`config.mk`:
```
export PLATFORM = sky130hd
export DESIGN_NAME = scalar_issue_fust
export DESIGN_NICKNAME = d
export VERILOG_FILES = /design/src/rtl/scalar_issue_fust_pkg.sv /design/src/rtl/scalar_issue_fust_row.sv /design/src/rtl/scalar_issue_fust.sv
export SDC_FILE = /design/constraint.sdc
export NUM_CORES = 1
export LEC_CHECK = 0
export CAP_MARGIN = 20
export CORE_UTILIZATION = 40
export DETAILED_ROUTE_END_ITERATION = 16
export DONT_BUFFER_PORTS = 1
export HOLD_SLACK_MARGIN = 0.1
export PLACE_DENSITY = 0.58
export SLEW_MARGIN = 20
export SYNTH_ARGS = -nofsm -noshare
export SYNTH_HDL_FRONTEND = slang
export SYNTH_SLANG_ARGS = --single-unit
```
`constraint.sdc`:
```
create_clock -name CLK -period 11 [get_ports CLK]
set_input_delay 0 -clock CLK [delete_from_list [all_inputs] [get_ports CLK]]
set_output_delay 0 -clock CLK [all_outputs]
set_load 0.01 [all_outputs]
```
`src/rtl/scalar_issue_fust_pkg.sv`:
```
// rtl/scalar_issue_fust_pkg.sv - shared types for the scalar issue stage and its FU status table
package scalar_issue_fust_pkg;

    localparam int NUM_SFU = 3;
    localparam int FU_S_W  = 2;
    localparam int TAG_W   = FU_S_W;

    localparam int SFU_ALU    = 0;
    localparam int SFU_LDST   = 1;
    localparam int SFU_BRANCH = 2;

    typedef logic [2:0]       fu_scalar_t;
    typedef logic [TAG_W-1:0] tag_t;
    typedef logic [4:0]       reg_idx_t;
    typedef logic [31:0]      word_t;
    typedef logic [11:0]      imm_t;
    typedef logic             wb_t;
    typedef logic [3:0]       alu_ctr_t;
    typedef logic [3:0]       branch_ctr_t;
    typedef logic [3:0]       ldst_ctr_t;

    localparam fu_scalar_t FU_ALU    = 3'd0;
    localparam fu_scalar_t FU_LDST   = 3'd1;
    localparam fu_scalar_t FU_BRANCH = 3'd2;
    localparam tag_t       SFU_TAG_READY = '0;

    typedef enum logic [1:0] {
        FUST_EMTPY = 2'd0,
        FUST_WAIT  = 2'd1,
        FUST_RDY   = 2'd2,
        FUST_EX    = 2'd3
    } fust_state_e;

    typedef struct packed {
        alu_ctr_t    fu_alu_ctr;
        branch_ctr_t fu_branch_ctr;
        ldst_ctr_t   fu_ldst_ctr;
    } ctr_t;

    typedef struct packed {
        reg_idx_t rd;
        reg_idx_t rs1;
        reg_idx_t rs2;
        imm_t     imm;
        tag_t     t1;
        tag_t     t2;
    } fust_s_row_t;

    typedef struct packed {
        fu_scalar_t  fu_s;
        fust_s_row_t fust;
        ctr_t        ctr;
        wb_t         wb;
    } dispatch_t;

    typedef struct packed {
        fust_state_e state;
        fust_s_row_t row;
        ctr_t        ctr;
        wb_t         wb;
    } fust_s_entry_t;

    typedef struct packed {
        reg_idx_t rd;
        reg_idx_t rs1;
        reg_idx_t rs2;
        alu_ctr_t ctr;
        wb_t      wb;
    } fu_alu_t;

    typedef struct packed {
        reg_idx_t    rs1;
        reg_idx_t    rs2;
        branch_ctr_t ctr;
    } fu_branch_t;

    typedef struct packed {
        reg_idx_t  rd;
        reg_idx_t  rs1;
        reg_idx_t  rs2;
        ldst_ctr_t ctr;
        word_t     imm;
        wb_t       wb;
    } fu_ldst_t;

    typedef struct packed {
        fu_alu_t    fu_alu;
        fu_branch_t fu_branch;
        fu_ldst_t   fu_ldst;
        word_t      mat_op;
    } issue_t;

    // Producer tag of an FU: 0 is reserved for "operand ready".
    function automatic tag_t sfu_tag(input fu_scalar_t fu);
        logic [2:0] t;
        t = fu + 3'd1;
        return t[TAG_W-1:0];
    endfunction

endpackage

```
`src/rtl/scalar_issue_fust_row.sv`:
```
// rtl/scalar_issue_fust_row.sv - one FU status row: state machine, tag capture and wakeup
module sfust_row
    import scalar_issue_fust_pkg::*;
(
    input  logic          CLK,
    input  logic          RST,
    input  logic          alloc_i,
    input  fust_s_row_t   row_i,
    input  ctr_t          ctr_i,
    input  wb_t           wb_i,
    input  logic          wake_i,
    input  tag_t          wake_tag_i,
    input  logic          flush_i,
    input  logic          fu_ready_i,
    input  logic          done_i,
    output fust_s_entry_t entry_o,
    output logic          fire_o
);

    fust_s_entry_t entry_q, entry_d;
    tag_t          t1_woken, t2_woken, t1_in, t2_in;

    always_comb begin
        t1_woken = (wake_i && entry_q.row.t1 == wake_tag_i) ? SFU_TAG_READY : entry_q.row.t1;
        t2_woken = (wake_i && entry_q.row.t2 == wake_tag_i) ? SFU_TAG_READY : entry_q.row.t2;
        t1_in    = (wake_i && row_i.t1 == wake_tag_i) ? SFU_TAG_READY : row_i.t1;
        t2_in    = (wake_i && row_i.t2 == wake_tag_i) ? SFU_TAG_READY : row_i.t2;
        fire_o   = (entry_q.state == FUST_RDY) && fu_ready_i;
        entry_d  = entry_q;
        case (entry_q.state)
            FUST_EMTPY: begin
                if (alloc_i) begin
                    entry_d.row    = row_i;
                    entry_d.row.t1 = t1_in;
                    entry_d.row.t2 = t2_in;
                    entry_d.ctr    = ctr_i;
                    entry_d.wb     = wb_i;
                    entry_d.state  = (t1_in == SFU_TAG_READY && t2_in == SFU_TAG_READY)
                                     ? FUST_RDY : FUST_WAIT;
                end
            end
            FUST_WAIT: begin
                entry_d.row.t1 = t1_woken;
                entry_d.row.t2 = t2_woken;
                if (flush_i)
                    entry_d.state = FUST_EMTPY;
                else if (t1_woken == SFU_TAG_READY && t2_woken == SFU_TAG_READY)
                    entry_d.state = FUST_RDY;
            end
            // Issue beats a coincident flush: the op is already handed to the FU.
            FUST_RDY: begin
                if (fu_ready_i)
                    entry_d.state = FUST_EX;
                else if (flush_i)
                    entry_d.state = FUST_EMTPY;
            end
            FUST_EX: begin
                if (done_i)
                    entry_d.state = FUST_EMTPY;
            end
            default: entry_d.state = FUST_EMTPY;
        endcase
    end

    always_ff @(posedge CLK or posedge RST) begin
        if (RST)
            entry_q <= '{state: FUST_EMTPY, default: '0};
        else
            entry_q <= entry_d;
    end

    assign entry_o = entry_q;

endmodule

```
`src/rtl/scalar_issue_fust.sv`:
```
// rtl/scalar_issue_fust.sv - scalar issue stage: per-FU status rows, wakeup and registered issue payloads
module scalar_issue_fust
    import scalar_issue_fust_pkg::*;
(
    input  logic               CLK,
    input  logic               RST,
    input  logic               disp_valid,
    input  dispatch_t          disp,
    output logic [NUM_SFU-1:0] disp_ready,
    input  logic [NUM_SFU-1:0] fu_ready,
    input  logic               wb_valid,
    input  fu_scalar_t         wb_fu,
    input  logic               flush,
    output logic [NUM_SFU-1:0] issue_valid,
    output issue_t             issue,
    output fust_state_e        row_state [NUM_SFU]
);

    fust_s_entry_t      entry [NUM_SFU];
    logic [NUM_SFU-1:0] fire;
    logic [NUM_SFU-1:0] disp_hit;
    logic               wake;
    tag_t               wake_tag;
    issue_t             issue_q, issue_d;
    logic [NUM_SFU-1:0] issue_valid_q;
    logic               unused_bits;

    // Out-of-range FU ids would alias onto valid tags after truncation.
    assign wake     = wb_valid && (wb_fu < 3'(NUM_SFU));
    assign wake_tag = sfu_tag(wb_fu);

    for (genvar i = 0; i < NUM_SFU; i++) begin : g_row
        assign disp_hit[i] = (disp.fu_s == 3'(i));

        sfust_row u_row (
            .CLK        (CLK),
            .RST        (RST),
            .alloc_i    (disp_valid && !flush && disp_hit[i]),
            .row_i      (disp.fust),
            .ctr_i      (disp.ctr),
            .wb_i       (disp.wb),
            .wake_i     (wake),
            .wake_tag_i (wake_tag),
            .flush_i    (flush),
            .fu_ready_i (fu_ready[i]),
            .done_i     (wb_valid && wb_fu == 3'(i)),
            .entry_o    (entry[i]),
            .fire_o     (fire[i])
        );

        assign disp_ready[i] = (entry[i].state == FUST_EMTPY);
        assign row_state[i]  = entry[i].state;
    end

    always_comb begin
        issue_d        = issue_q;
        issue_d.mat_op = '0;
        if (fire[SFU_ALU]) begin
            issue_d.fu_alu.rd  = entry[SFU_ALU].row.rd;
            issue_d.fu_alu.rs1 = entry[SFU_ALU].row.rs1;
            issue_d.fu_alu.rs2 = entry[SFU_ALU].row.rs2;
            issue_d.fu_alu.ctr = entry[SFU_ALU].ctr.fu_alu_ctr;
            issue_d.fu_alu.wb  = entry[SFU_ALU].wb;
        end
        if (fire[SFU_BRANCH]) begin
            issue_d.fu_branch.rs1 = entry[SFU_BRANCH].row.rs1;
            issue_d.fu_branch.rs2 = entry[SFU_BRANCH].row.rs2;
            issue_d.fu_branch.ctr = entry[SFU_BRANCH].ctr.fu_branch_ctr;
        end
        if (fire[SFU_LDST]) begin
            issue_d.fu_ldst.rd  = entry[SFU_LDST].row.rd;
            issue_d.fu_ldst.rs1 = entry[SFU_LDST].row.rs1;
            issue_d.fu_ldst.rs2 = entry[SFU_LDST].row.rs2;
            issue_d.fu_ldst.ctr = entry[SFU_LDST].ctr.fu_ldst_ctr;
            issue_d.fu_ldst.imm = {{20{entry[SFU_LDST].row.imm[11]}}, entry[SFU_LDST].row.imm};
            issue_d.fu_ldst.wb  = entry[SFU_LDST].wb;
        end
    end

    always_ff @(posedge CLK or posedge RST) begin
        if (RST) begin
            issue_q       <= '0;
            issue_valid_q <= '0;
        end else begin
            issue_q       <= issue_d;
            issue_valid_q <= fire;
        end
    end

    assign issue       = issue_q;
    assign issue_valid = issue_valid_q;

    // Row fields that no FU payload carries.
    assign unused_bits = ^{entry[SFU_ALU].row.t1, entry[SFU_ALU].row.t2, entry[SFU_ALU].row.imm,
                           entry[SFU_ALU].ctr.fu_branch_ctr, entry[SFU_ALU].ctr.fu_ldst_ctr,
                           entry[SFU_LDST].row.t1, entry[SFU_LDST].row.t2,
                           entry[SFU_LDST].ctr.fu_alu_ctr, entry[SFU_LDST].ctr.fu_branch_ctr,
                           entry[SFU_BRANCH].row.t1, entry[SFU_BRANCH].row.t2,
                           entry[SFU_BRANCH].row.rd, entry[SFU_BRANCH].row.imm, entry[SFU_BRANCH].wb,
                           entry[SFU_BRANCH].ctr.fu_alu_ctr, entry[SFU_BRANCH].ctr.fu_ldst_ctr};

    a_disp_into_busy_row: assert property (@(posedge CLK) disable iff (RST)
        !(disp_valid && !flush && |(disp_hit & ~disp_ready)));

endmodule

```
# Word level (Yosys, flattened, before mapping)

Cells that the tools add are included.

Word-level logic and storage cells: 163
Input port bits: 58
Register bits after elaboration: 207
Output and inout port bits: 130

Mux-type cells: 31
$add $sub $neg: 1
Eq/ne operators: 33
$lt $le $gt $ge: 1
Reductions and logical operators: 49

Operator list:

| kind                  | count |
|---|---|
| $mux W46              | 3 |
| $mux W2               | 22 |
| $pmux W2 S4           | 3 |
| $pmux W4 S2           | 3 |
| $logic_and A1 B1 Y1   | 23 |
| $logic_not A2 Y1      | 11 |
| $eq A2 B2 Y1          | 8 |
| $eq A2 B2 Y1 const B  | 6 |
| $ne A2 B1 Y1 const B  | 6 |
| $reduce_and A2 Y1     | 6 |
| $reduce_and A4 Y1     | 3 |
| $ne A3 B2 Y1 const B  | 3 |
| $ne A3 B3 Y1 const B  | 3 |
| $eq A2 B1 Y1 const B  | 3 |
| $eq A3 B1 Y1 const B  | 2 |
| $eq A3 B2 Y1 const B  | 2 |
| $logic_not A3 Y1      | 2 |
| $reduce_bool A2 Y1    | 3 |
| $lt A3 B2 Y1 const B  | 1 |
| $add A2 B1 Y2 const B | 1 |
| $logic_not A1 Y1      | 1 |

# Depth between registers and ports, before layout

Depth after elaboration: 9
Gate-level depth with buffers: 11
Depth with buffers taken out: 7

# Cells and area by module

From an unflattened synthesis, not the netlist that was laid out.

Cell total of the unflattened synthesis: 906
Area, all modules: 9336.5 um^2

By module, submodules not included:

| module            | sequential area each (um^2) | area each (um^2) | cells each | times used |
|---|---|---|---|---|
| sfust_row         | 1151.1                      | 2048.2           | 231        | 3 |
| scalar_issue_fust | 1726.7                      | 3191.8           | 213        | 1 |

# Least setup slack after synthesis

Ideal clock, no wire load.

Path kind: in2reg
From: in wb_fu[0]
To: reg g_row[1].u_row.entry_q, in the netlist g_row[1].u_row.entry_o[45]
Setup time: 0.067 ns
Data required time: 10.933 ns
Buffers on the path: 3
Slack: 8.707 ns
Data arrival time: 2.226 ns
Stages on the path: 10
Path through: clkbuf_1 buf_2 inv_1 ha_1 buf_2 or4b_1 a21oi_1 nor3_1 nor3_1 a221o_1

Cells in the longest elaborated chain, start to end: 9
Elaborated cells on any way between the ends: 29
Classes of those cells: add/sub: 1; order compare: 1; eq/ne: 7; mux: 7; reduce/logical: 13

Ends and longest elaborated chain:

| element                                       | RTL line                                                 | text |
|---|---|---|
| start, declared                               | scalar_issue_fust.sv:12                                  | `input fu_scalar_t wb_fu,` |
| $add A2 B1 Y2 or $lt A3 B2 Y1 (tied branches) | scalar_issue_fust_pkg.sv:96, scalar_issue_fust.sv:29     |  |
| $eq A2 B2 Y1 (tied with other cells)          | scalar_issue_fust_row.sv:26                              | `t1_in = (wake_i && row_i.t1 == wake_tag_i) ? SFU_TAG_READY : row_i.t1;` |
| $logic_and A1 B1 Y1 (on tied branches)        | scalar_issue_fust_row.sv:26, scalar_issue_fust_row.sv:27 |  |
| $mux W2 (on tied branches)                    | scalar_issue_fust_row.sv:26, scalar_issue_fust_row.sv:27 |  |
| $logic_not A2 Y1                              | scalar_issue_fust_row.sv:38                              | `entry_d.state = (t1_in == SFU_TAG_READY && t2_in == SFU_TAG_READY)` |
| $logic_and A1 B1 Y1                           | scalar_issue_fust_row.sv:38                              |  |
| $mux W2                                       | scalar_issue_fust_row.sv:39                              | `? FUST_RDY : FUST_WAIT;` |
| $mux W46                                      | scalar_issue_fust_row.sv:32                              | `if (alloc_i) begin` |
| $pmux W2 S4                                   | scalar_issue_fust_row.sv:30                              | `case (entry_q.state)` |
| end signal, assigned                          | scalar_issue_fust_row.sv:69                              | `entry_q <= entry_d;` |
| end, declared                                 | scalar_issue_fust_row.sv:20                              | `fust_s_entry_t entry_q, entry_d;` |

Parallel ways exist; a longest one is shown, timed or not. The select of a mux whose other input is x is not followed.
A chain may end at the register's enable or synchronous reset.

# Worst setup path in the final report

From: in wb_fu[0]
To: reg g_row[2].u_row.entry_q, in the netlist g_row[2].u_row.entry_o[45]

Cells in the longest elaborated chain, start to end: 9
Elaborated cells on any way between the ends: 29
Classes of those cells: add/sub: 1; order compare: 1; eq/ne: 7; mux: 7; reduce/logical: 13

Ends and longest elaborated chain:

| element                                       | RTL line |
|---|---|
| $add A2 B1 Y2 or $lt A3 B2 Y1 (tied branches) | scalar_issue_fust_pkg.sv:96, scalar_issue_fust.sv:29 |
| $eq A2 B2 Y1 (tied with other cells)          | scalar_issue_fust_row.sv:26 |
| $logic_and A1 B1 Y1 (on tied branches)        | scalar_issue_fust_row.sv:26, scalar_issue_fust_row.sv:27 |
| $mux W2 (on tied branches)                    | scalar_issue_fust_row.sv:26, scalar_issue_fust_row.sv:27 |
| $logic_not A2 Y1                              | scalar_issue_fust_row.sv:38 |
| $logic_and A1 B1 Y1                           | scalar_issue_fust_row.sv:38 |
| $mux W2                                       | scalar_issue_fust_row.sv:39 |
| $mux W46                                      | scalar_issue_fust_row.sv:32 |
| $pmux W2 S4                                   | scalar_issue_fust_row.sv:30 |
| end signal, assigned                          | scalar_issue_fust_row.sv:69 |
| end, declared                                 | scalar_issue_fust_row.sv:20 |

Parallel ways exist; a longest one is shown, timed or not. The select of a mux whose other input is x is not followed.

==> impl_metrics.yaml <==
clock_tree:
  clk_pin_slew_worst_paths_ns: 0.06
  htree_levels: 4
  worstSkewPairLatency_ns: 0.42
  clockBufferDepth: 2
  cts.sinks: 153
  cts_tree: "yes"
  cts-root-buf: "clkbuf_16"
  cts_buffers: 17
  post-cts-setup-buffer-count: 0
sta:
  worstMarginPinSlew_ns: 1.03
  hold_violations: 0
  finalSetupViolCount: 0
  rsz0062_at_grt: "no"
  max_freq_ghz: 0.285
  drv_slew: 0
  period_share_pct: 31.9
  finClkSkew_ns: 0.0158
  slew_headroom_pct: 30.8
  fin_tns_setup_ns: 0
  min_period_ns: 3.51
logic_synthesis:
  synth_edf_count: 0
  yosys-top-cells-area: "dfrtp_1, nand2_1, buf_4"
  synth.cell_area_um2: 6990
  yosysSeqAreaShare_pct: 54.8
  synth_seq_cells: 153
  synth_warnings: 0
  yosysUniqueCellTypes: 49
  synth.largest_area_cell: "dfrtp_1"
  synth-main-ff-cell: "dfrtp_1"
  synth_top_area_share_pct: 54.8
  async_flop_share_pct: 100
  syn_avg_cell_area_um2: 8.95
  syn_inst: 781
min_path:
  worstHoldPathType: "input pin to flip-flop"
  worstHoldStart: "disp[14]"
layout:
  multi_input_area_um2: 2650
  seq_area_um2: 3830
  fillers: 1608
  final_nets: 875
  diodes: 0
  final_area_um2: 8140
  syn2layout_area_growth_pct: 16.4
  drive_above_1_share_pct: 7.50
global_routing:
  grt_pass1_vias: 5361
  grt_usage_pct: 20.2
  gr-total-overflow: 0
  busiest_layer: "met2"
  use_met3_pct: 6.01
  antenna_found_initial: 0
  grt_pass1_wl_mm: 28.2
  grt_max_degree: 91
  use_met2_pct: 32.4
  gr-usage-met1_pct: 25.7
run_status:
  outcome: "complete, no violations"
critical_path:
  path_delay_family: "buffers and inverters"
  worstSetupStartpoint: "wb_fu[0]"
  cp_common_cell: "dlygate4sd3_1"
  cp_cell_sequence: "dlygate4sd3_1, inv_1, ha_1, nand3_1, a32o_1, a2bb2oi_1, dlygate4sd3_1, nor2_1, dlygate4sd3_1"
  endpoint_kind: "flip-flop"
  start_kind: "input pin"
  cp_slowest_cell: "dlygate4sd3_1"
  critical_path_arrival_ns: 3.86
  crit_required_ns: 11.35
  path_max_fanout: 16
  cp_num_buf_inv: 4
  cp_slowest_stage_delay_ns: 0.93
  reg2reg_from: "g_row[2].u_row.entry_o[45]$_DFFE_PP0P_"
  crit_type: "input pin to flip-flop"
floorplan:
  die-area_um2: 18000
  rows: 47
  core_um2: 16800
  die_w_um: 134
  start_util_pct: 41.6
  io_pins: 188
  die_h_um: 134
flow_run:
  cap_violations: 0
route:
  final_antenna_net_count: 0
  drcViolationCount: 0
  wl_mm: 17.5
  wl_per_cell_um: 16.7
  drt_first_pass_iters: 5
  vias: 5295
  drtIter0Drc: 320
  vias_per_cell: 5.06
placed_design:
  dp_hpwl_mm: 11.0
  gp_congestion: 0.839
  numPortBuffers: 0
  place_area_um2: 6830
pwr:
  leakage_nw: 4.10
  p_per_area_nw_per_um2: 253
  ir_worst_vdd_mv: 0.154
## Yosys cell counts (8+ instances only)
| library cell | instances |
|---|---|
| a21oi_1 | 8 |
| buf_2 | 9 |
| buf_4 | 59 |
| clkbuf_1 | 21 |
| dfrtp_1 | 153 |
| inv_1 | 9 |
| mux2_2 | 14 |
| nand2_1 | 367 |
| nor2_1 | 13 |
| o21ai_0 | 28 |
| xnor2_1 | 8 |
| xor2_1 | 9 |
## final timing paths
kind	end	slack, ns	depth (start not counted)
hold reg to reg	issue[77]$_DFFE_PP0P_	0.46	2
max in group asynchronous	issue[44]$_DFFE_PP0P_	9.37	3
setup reg to reg	g_row[2].u_row.entry_o[45]$_DFFE_PP0P_	7.98	6
min in group asynchronous	g_row[0].u_row.entry_o[35]$_DFFE_PP0P_	0.24	2
hold / removal	g_row[0].u_row.entry_o[13]$_DFFE_PP0P_	0.13	3
setup / recovery	g_row[2].u_row.entry_o[45]$_DFFE_PP0P_	7.49	9
## cells by family after synthesis
kind of cell	Yosys count	share of synthesized area (%)
AND/OR/NAND/NOR	425	24.9
flip-flops	153	54.8
buffers and inverters	104	9.23
AO/OA/AOI/OAI	63	6.03
XOR/XNOR	17	2.13
multiplexers	15	2.40
adder cells (fa/ha/maj)	3	0.537
other	1	0.0536
## placed cells by master (no fill, tap or decap), types with 3 or more instances in the layout
master         synthesis  layout
a21o_1                 4       4
a21oi_1                8       8
a311oi_1               3       3
buf_4                 59       4
clkbuf_16              0      17
clkbuf_8               0       3
conb_1                 1      32
dfrtp_1              153     152
dlygate4sd3_1          0      73
ha_1                   3       3
inv_1                  9       8
inv_6                  0       4
mux2_2                14      14
nand2_1              367     367
nand2b_1               5       5
nand3_1                7       6
nand3b_1               7       7
nand4_1                5       5
nor2_1                13      13
nor3_1                 6       6
o21ai_0               28      28
o22ai_1                3       3
o2bb2ai_2              4       4
xnor2_1                8       8
xor2_1                 9       9
## final cells by class
| class | instances | share of cell area [%] |
|---|---|---|
| repair buffers | 77 | 9.35 |
| clock inverters | 11 | 1.35 |
| flip-flops and latches | 153 | 47.0 |
| well taps | 220 | 3.38 |
| inverters | 10 | 0.523 |
| clock buffers | 21 | 5.78 |
| multi-input cells | 555 | 32.6 |
## tightest hold or removal path: cells and delay by family
kind | cells | cell delay (ns)
XOR/XNOR | 1 | 0.10
AO/OA/AOI/OAI | 2 | 0.41
## per-stage QoR
stage,setup WS (ns),power [mW],hold WS (ns),utilization [%],cells
CTS,7.60,2.07,0.103,48.4,1047
detailed placement,8.16,1.46,0.0805,40.6,942
floorplan,6.88,1.38,0.105,-,812
global placement,8.33,1.43,0.0769,40.6,942
finish,7.49,2.06,0.127,48.4,1047
global route,7.36,2.19,0.172,48.4,1047
## flip-flops by register name, indices dropped and copies added (netlist names)
name and flops:
g_row.u_row.entry_o 84, issue 66, issue_valid 3
## metal layers
| layer | part of all wire [%] | up-vias |
|---|---|---|
| li1 | - | 2457 |
| met1 | 43 | 2564 |
| met2 | 47 | 235 |
| met3 | 8.0 | 39 |
| met4 | 2.5 | 0 |
| met5 | 0 | - |
## repair_timing
item | 4_1_cts | 5_1_grt
hold endpoints to repair | 225 | 0
hold buffers | 73 | 0
setup endpoints to repair | 0 | 0
gates resized for setup | 0 | 0
## where the power goes
part	total, mW	internal (mW)	switching (mW)
clock	0.572	0.333	0.239
sequential	1.06	0.795	0.264
combinational	0.426	0.182	0.244
Note: power is estimated with default switching activity, not from simulation.
